`config.mk`:
```
export PLATFORM = sky130hd
export DESIGN_NAME = rvlab_rstmgr
export DESIGN_NICKNAME = d
export VERILOG_FILES = /design/src/rtl/rvlab_rstmgr.sv
export SDC_FILE = /design/constraint.sdc
export NUM_CORES = 1
export LEC_CHECK = 0
export BUFFER_PORTS_ARGS = -buffer_cell sky130_fd_sc_hd__clkbuf_2
export CAP_MARGIN = 25
export CORE_MARGIN = 3
export CORE_UTILIZATION = 40
export CTS_BUF_LIST = sky130_fd_sc_hd__clkbuf_16
export DETAILED_ROUTE_END_ITERATION = 10
export GPL_TIMING_DRIVEN = 0
export HOLD_SLACK_MARGIN = 0.06
export PLACE_DENSITY_LB_ADDON = 0.08
export SETUP_SLACK_MARGIN = 0.5
export SYNTH_ARGS = -nofsm -noshare
export SYNTH_HDL_FRONTEND = slang
export SYNTH_SLANG_ARGS = --single-unit
```
`constraint.sdc`:
```
create_clock -name clk_i -period 2.1 [get_ports clk_i]
set_clock_uncertainty 0.05 [all_clocks]
set_input_delay 0.105 -clock clk_i [delete_from_list [all_inputs] [get_ports clk_i]]
set_output_delay 0.105 -clock clk_i [all_outputs]
set_load 0.02 [all_outputs]
```
`src/rtl/rvlab_rstmgr.sv`:
```
// Lock-qualified reset sequencer: filters MMCM lock, then releases periph reset, then core reset.
// Optional debug core-only reset via `RVLAB_RSTMGR_NDMRESET_EN.
`timescale 1ns/1ps
module rvlab_rstmgr #(
  parameter int SYNC_STAGES    = 2,
  parameter int LOCK_FILTER    = 16,
  parameter int STRETCH_CYCLES = 64,
  parameter int CORE_DELAY     = 16
) (
  input  logic       clk_i,
  input  logic       rst_i,
  input  logic       locked_i,
  input  logic       ndmreset_i,
  input  logic       cause_clr_i,
  output logic       periph_rst_o,
  output logic       core_rst_o,
  output logic [2:0] rst_cause_o,
  output logic [1:0] state_o
);

  localparam int MAX_A   = (LOCK_FILTER > STRETCH_CYCLES) ? LOCK_FILTER : STRETCH_CYCLES;
  localparam int CNT_MAX = (MAX_A > CORE_DELAY) ? MAX_A : CORE_DELAY;
  localparam int CW      = $clog2(CNT_MAX) + 1;

  localparam logic [CW-1:0] LF_LAST = CW'(LOCK_FILTER - 1);
  localparam logic [CW-1:0] ST_LAST = CW'(STRETCH_CYCLES - 1);
  localparam logic [CW-1:0] CD_LAST = CW'(CORE_DELAY - 1);
  localparam logic [CW-1:0] CNT_ONE = CW'(1);

  typedef enum logic [1:0] {
    S_HOLD    = 2'd0,
    S_STRETCH = 2'd1,
    S_PERIPH  = 2'd2,
    S_RUN     = 2'd3
  } state_t;

  state_t                 r_state;
  state_t                 w_stateNext;
  logic [CW-1:0]          r_cnt;
  logic [CW-1:0]          w_cntNext;
  logic [SYNC_STAGES-1:0] r_sync;
  logic                   r_periphRst;
  logic                   r_coreRst;
  logic [2:0]             r_cause;
  logic                   w_lockedS;
  logic                   w_lockLoss;
  logic                   w_ndm;
  logic [2:0]             w_causeSet;

`ifdef RVLAB_RSTMGR_NDMRESET_EN
  assign w_ndm = ndmreset_i;
`else
  logic w_unusedNdm;
  assign w_unusedNdm = ndmreset_i;
  assign w_ndm       = 1'b0;
`endif

  always_ff @(posedge clk_i) begin
    if (rst_i) begin
      r_sync <= '0;
    end else begin
      r_sync <= {r_sync[SYNC_STAGES-2:0], locked_i};
    end
  end

  assign w_lockedS  = r_sync[SYNC_STAGES-1];
  // Losing lock in HOLD only restarts the filter; anywhere else it is a reset event.
  assign w_lockLoss = (r_state != S_HOLD) && !w_lockedS;
  assign w_causeSet = {w_ndm && !w_lockLoss, w_lockLoss, 1'b0};

  always_comb begin
    w_stateNext = r_state;
    w_cntNext   = r_cnt;
    if (w_lockLoss) begin
      w_stateNext = S_HOLD;
      w_cntNext   = '0;
    end else begin
      case (r_state)
        S_HOLD: begin
          if (!w_lockedS) begin
            w_cntNext = '0;
          end else if (r_cnt == LF_LAST) begin
            w_stateNext = S_STRETCH;
            w_cntNext   = '0;
          end else begin
            w_cntNext = r_cnt + CNT_ONE;
          end
        end
        S_STRETCH: begin
          if (r_cnt == ST_LAST) begin
            w_stateNext = S_PERIPH;
            w_cntNext   = '0;
          end else begin
            w_cntNext = r_cnt + CNT_ONE;
          end
        end
        S_PERIPH: begin
          if (w_ndm) begin
            w_cntNext = '0;
          end else if (r_cnt == CD_LAST) begin
            w_stateNext = S_RUN;
            w_cntNext   = '0;
          end else begin
            w_cntNext = r_cnt + CNT_ONE;
          end
        end
        S_RUN: begin
          w_cntNext = '0;
          if (w_ndm) begin
            w_stateNext = S_PERIPH;
          end
        end
        default: begin
          w_stateNext = S_HOLD;
          w_cntNext   = '0;
        end
      endcase
    end
  end

  // Outputs decode the next state so they change on the same edge as the state register.
  always_ff @(posedge clk_i) begin
    if (rst_i) begin
      r_state     <= S_HOLD;
      r_cnt       <= '0;
      r_periphRst <= 1'b1;
      r_coreRst   <= 1'b1;
      r_cause     <= 3'b001;
    end else begin
      r_state     <= w_stateNext;
      r_cnt       <= w_cntNext;
      r_periphRst <= (w_stateNext == S_HOLD) || (w_stateNext == S_STRETCH);
      r_coreRst   <= (w_stateNext != S_RUN);
      r_cause     <= (cause_clr_i ? 3'b000 : r_cause) | w_causeSet;
    end
  end

  assign periph_rst_o = r_periphRst;
  assign core_rst_o   = r_coreRst;
  assign rst_cause_o  = r_cause;
  assign state_o      = r_state;

endmodule

```
==> tab_implementation.tex <==
\begin{tabular}{lr}
\hline
Metric & Value \\
\hline
\multicolumn{2}{l}{\textbf{Timing}} \\
\quad Setup ws final & 0.591 ns \\
\quad Time the final worst path needs with I/O delays and setup & 1.51 ns \\
\quad Final-layout setup total negative slack & 0 ns \\
\quad Fraction of the cycle the final worst path needs & 0.719 \\
\quad Count of pins over their slew limit & 0 \\
\quad RSZ-0062 raised after global routing & false \\
\quad Hold violation total from the final report & 0 \\
\quad Setup violation total in the final timing report & 0 \\
\quad Max Clock Freq & 663 MHz \\
\multicolumn{2}{l}{\textbf{Clock tree}} \\
\quad CTS tree & yes \\
\quad Post-CTS Setup Bufs & 0 \\
\quad Clock slew at reported path FFs & 0.04 ns \\
\quad Clock buffers created by TritonCTS & 3 \\
\quad Number of buffers between clock root and the deepest sink & 2 \\
\quad Clock Tree Root & sky130\_fd\_sc\_hd\_\_clkbuf\_16 \\
\quad H-tree lvl count & 1 \\
\quad Worst-skew pair later-pin latency & 0.24 ns \\
\quad CTS Sinks & 15 \\
\multicolumn{2}{l}{\textbf{Setup path}} \\
\quad CP Capture Type & flop \\
\quad Number of buffer and inverter instances along the worst setup path & 0 \\
\quad Startpoint-to-endpoint class of the critical path & reg -> reg \\
\quad Crit path required time & 2.15 ns \\
\quad Data arrival, critical path & 1.56 ns \\
\quad Slowest stage delay, CP & 0.42 ns \\
\quad Slowest cell on crit path & sky130\_fd\_sc\_hd\_\_dfxtp\_1 \\
\quad Critical path fanouts, max & 8 \\
\quad Ordered cell list for the critical path & ha\_4, nand4b\_4, o31ai\_4, a221oi\_1 \\
\quad Cell class contributing the biggest share of worst-path delay & compound AO/OA/AOI/OAI gates \\
\quad Reg-to-reg setup timing slack & 0.59 ns \\
\quad Startpoint Class & flop \\
\multicolumn{2}{l}{\textbf{Finish}} \\
\quad Final design area excluding fillers & 808 µm² \\
\quad Final net count & 82 \\
\quad Most common library cell in the layout ignoring fill and taps & sky130\_fd\_sc\_hd\_\_dfxtp\_1 \\
\quad Final core utilization & 0.592 \\
\quad Share of cells above drive strength 1 & 0.253 \\
\quad N\_diodes & 0 \\
\quad Highest-count cells in the layout ignoring fill and taps & 15 x sky130\_fd\_sc\_hd\_\_dfxtp\_1, 9 x sky130\_fd\_sc\_hd\_\_clkbuf\_2, 4 x sky130\_fd\_sc\_hd\_\_a211oi\_1 \\
\quad Layout Area Growth over Synthesis & 32.4\% \\
\multicolumn{2}{l}{\textbf{Synthesis}} \\
\quad Post-Synthesis Cells & 59 \\
\quad Post-synthesis xor/xnor area fraction & 0.0430 \\
\quad Synth unique cells & 30 \\
\quad Post-synthesis register bit count & 15 \\
\quad Share of the yosys chip area belonging to registers & 0.492 \\
\quad Post-synthesis area per instance & 10.3 µm² \\
\quad Syn. warnings & 0 \\
\quad Combinational family with the most area after synthesis & compound AO/OA/AOI/OAI gates \\
\quad Area fraction in compound gates after synthesis & 0.223 \\
\quad Area fraction in and, or, nand and nor cells after synthesis & 0.191 \\
\quad Post-Syn Nets & 65 \\
\quad Post-synthesis mux area share & 0 \\
\quad Adder and majority gate portion of the synthesized area & 0.0205 \\
\quad Synth Cell Area & 611 µm² \\
\multicolumn{2}{l}{\textbf{Placement}} \\
\quad Worst slack at placement & 0.468 ns \\
\quad Total half-perimeter wirelength after legalization and detailed placement & 791 µm \\
\quad Count of input and output buffers & 9 \\
\quad Final weighted congestion in routability-driven placement & 0.753 \\
\quad Placed Instance Area & 674 µm² \\
\multicolumn{2}{l}{\textbf{Floorplan}} \\
\quad Die outline area & 0.00203 mm² \\
\quad Core Footprint & 0.00137 mm² \\
\quad Chip Height & 45.1 µm \\
\quad Num rows & 13 \\
\quad I/O pin total & 12 \\
\quad Starting utilization of the core area & 0.447 \\
\quad Horizontal die dimension & 45.1 µm \\
\multicolumn{2}{l}{\textbf{Detailed routing}} \\
\quad Post-DR wirelength/cell & 12.5 µm \\
\quad Number of design rule violations left after detail routing & 0 \\
\quad Via density per instance & 5.27 \\
\quad Count of vias placed by the detailed router & 474 \\
\quad Detailed-route wire length & 1.13 mm \\
\quad Number of design-rule violations left by the first detailed-router iteration & 6 \\
\quad Number of search-and-repair iterations in the first detailed-routing pass & 3 \\
\quad DRT antenna net count & 0 \\
\multicolumn{2}{l}{\textbf{Hold path}} \\
\quad Worst min-delay path category & in -> reg \\
\multicolumn{2}{l}{\textbf{Power}} \\
\quad Static power due to leakage & 0.000331 µW \\
\quad Flop pwr share & 0.434 \\
\quad Switching Share & 0.179 \\
\quad Switching component of the power & 120 µW \\
\quad Share of power burned in the clock network & 0.535 \\
\quad Internal Dissipation & 552 µW \\
\quad Worst voltage drop across the vdd grid & 601 µV \\
\quad Combinational power share & 0.031 \\
\quad Total power per unit cell area & 832 mW/mm² \\
\quad Post-route total power & 672 µW \\
\multicolumn{2}{l}{\textbf{GRT}} \\
\quad Global-route usage over all layers & 0.130 \\
\quad Number of global-route vias before repair & 407 \\
\quad GRT Residual Overflow & 0 \\
\quad Pin count of the biggest net entering global routing & 9 \\
\quad First-pass GRT wire length & 1.84 mm \\
\quad Initial antenna violation count & 0 \\
\multicolumn{2}{l}{\textbf{Job}} \\
\quad Max-cap check violation count & 0 \\
\multicolumn{2}{l}{\textbf{Status}} \\
\quad Status & complete, no violations \\
\hline
\end{tabular}
==> layout make-up <==
| type | count | area (µm²) |
|---|---|---|
| Clock buffer | 3 | 75.1 |
| Sequential cell | 15 | 300 |
| Inverter | 2 | 7.51 |
| Multi-Input combinational cell | 41 | 320 |
| Tap cell | 15 | 18.8 |
| Timing Repair Buffer | 12 | 75.1 |
| Fill cell | 119 | 558 |
| Buffer | 1 | 7.51 |
| Clock inverter | 1 | 3.75 |
==> Yosys cell counts, drive strengths merged <==
cell type / number / area share
buf: 1 / 0.012
nand3: 3 / 0.033
o211ai: 1 / 0.012
o31ai: 1 / 0.035
nand2: 4 / 0.029
o21a: 1 / 0.012
a221oi: 1 / 0.014
nor2: 2 / 0.012
or3: 1 / 0.010
a211oi: 4 / 0.049
a21o: 1 / 0.012
or4: 1 / 0.012
a2bb2oi: 1 / 0.014
nor2b: 3 / 0.031
conb: 1 / 0.0061
a21oi: 2 / 0.016
nor3: 1 / 0.0082
nand4: 1 / 0.010
o21ai: 2 / 0.016
inv: 2 / 0.012
o21bai: 2 / 0.025
nand4b: 1 / 0.025
xnor2: 1 / 0.014
ha: 1 / 0.020
xor2: 2 / 0.029
o311a: 1 / 0.016
dfxtp: 15 / 0.49
nand2b: 2 / 0.020
==> layer usage <==
| metal | up-vias | GRT usage | routed length [µm] |
|---|---|---|---|
| met5 | - | 0 | 0 |
| met4 | 0 | 0.0526 | 14 |
| met3 | 4 | 0.0717 | 52 |
| met2 | 8 | 0.189 | 533 |
| li1 | 245 | - | - |
| met1 | 217 | 0.159 | 527 |
==> sequential cells by signal, indices dropped and copies added, names as in the netlist <==
register	flops
core_rst_o	1
r_cnt	7
r_sync	2
rst_cause_o	2
state_o	2
periph_rst_o	1
==> cells by family after synthesis <==
logic type / count (synthesis)
other cells: 1
simple gates: 19
compound gates: 17
fa+ha+maj: 1
flops: 15
buf+inv: 3
xor+xnor: 3
==> worst reg2reg max path: cells and delay by family (launching register included) <==
kind	cells	cell delay, ns
compound gates	2	0.57
fa+ha+maj	1	0.20
flops	1	0.42
simple gates	1	0.14
==> per-stage QoR <==
step | hold WS (ns) | instances
2_1_floorplan | 0.127 | 59
6_report | 0.0873 | 90
5_1_grt | 0.0943 | 90
3_5_place_dp | 0.275 | 83
4_1_cts | 0.0839 | 90
3_3_place_gp | 0.272 | 83
==> timing repair <==
item                                   in CTS  in global routing
hold buffers                                3                  0
cloned                                      0                  0
setup endpoints to repair                   2                  9
endpoints found under the hold margin       3                  0
pin swaps                                   0                  1
gates resized for setup                     1                  3
==> worst paths after layout <==
kind                from        endpoint  cells after the start
min          cause_clr_i  rst_cause_o[0]                      3
min reg2reg    r_sync[0]       r_sync[1]                      1
max             r_cnt[0]        r_cnt[5]                      4
max reg2reg     r_cnt[0]        r_cnt[5]                      4
==> power groups by stage <==
stage	clock network (µW)	logic (µW)	registers (µW)
floorplan	0	8.57	298
global placement	0	16.4	297
detailed placement	0	16.4	297
CTS	368	20.6	291
global route	382	22.9	292
finish	359	21.0	292
(Power assumes the default switching activity.)
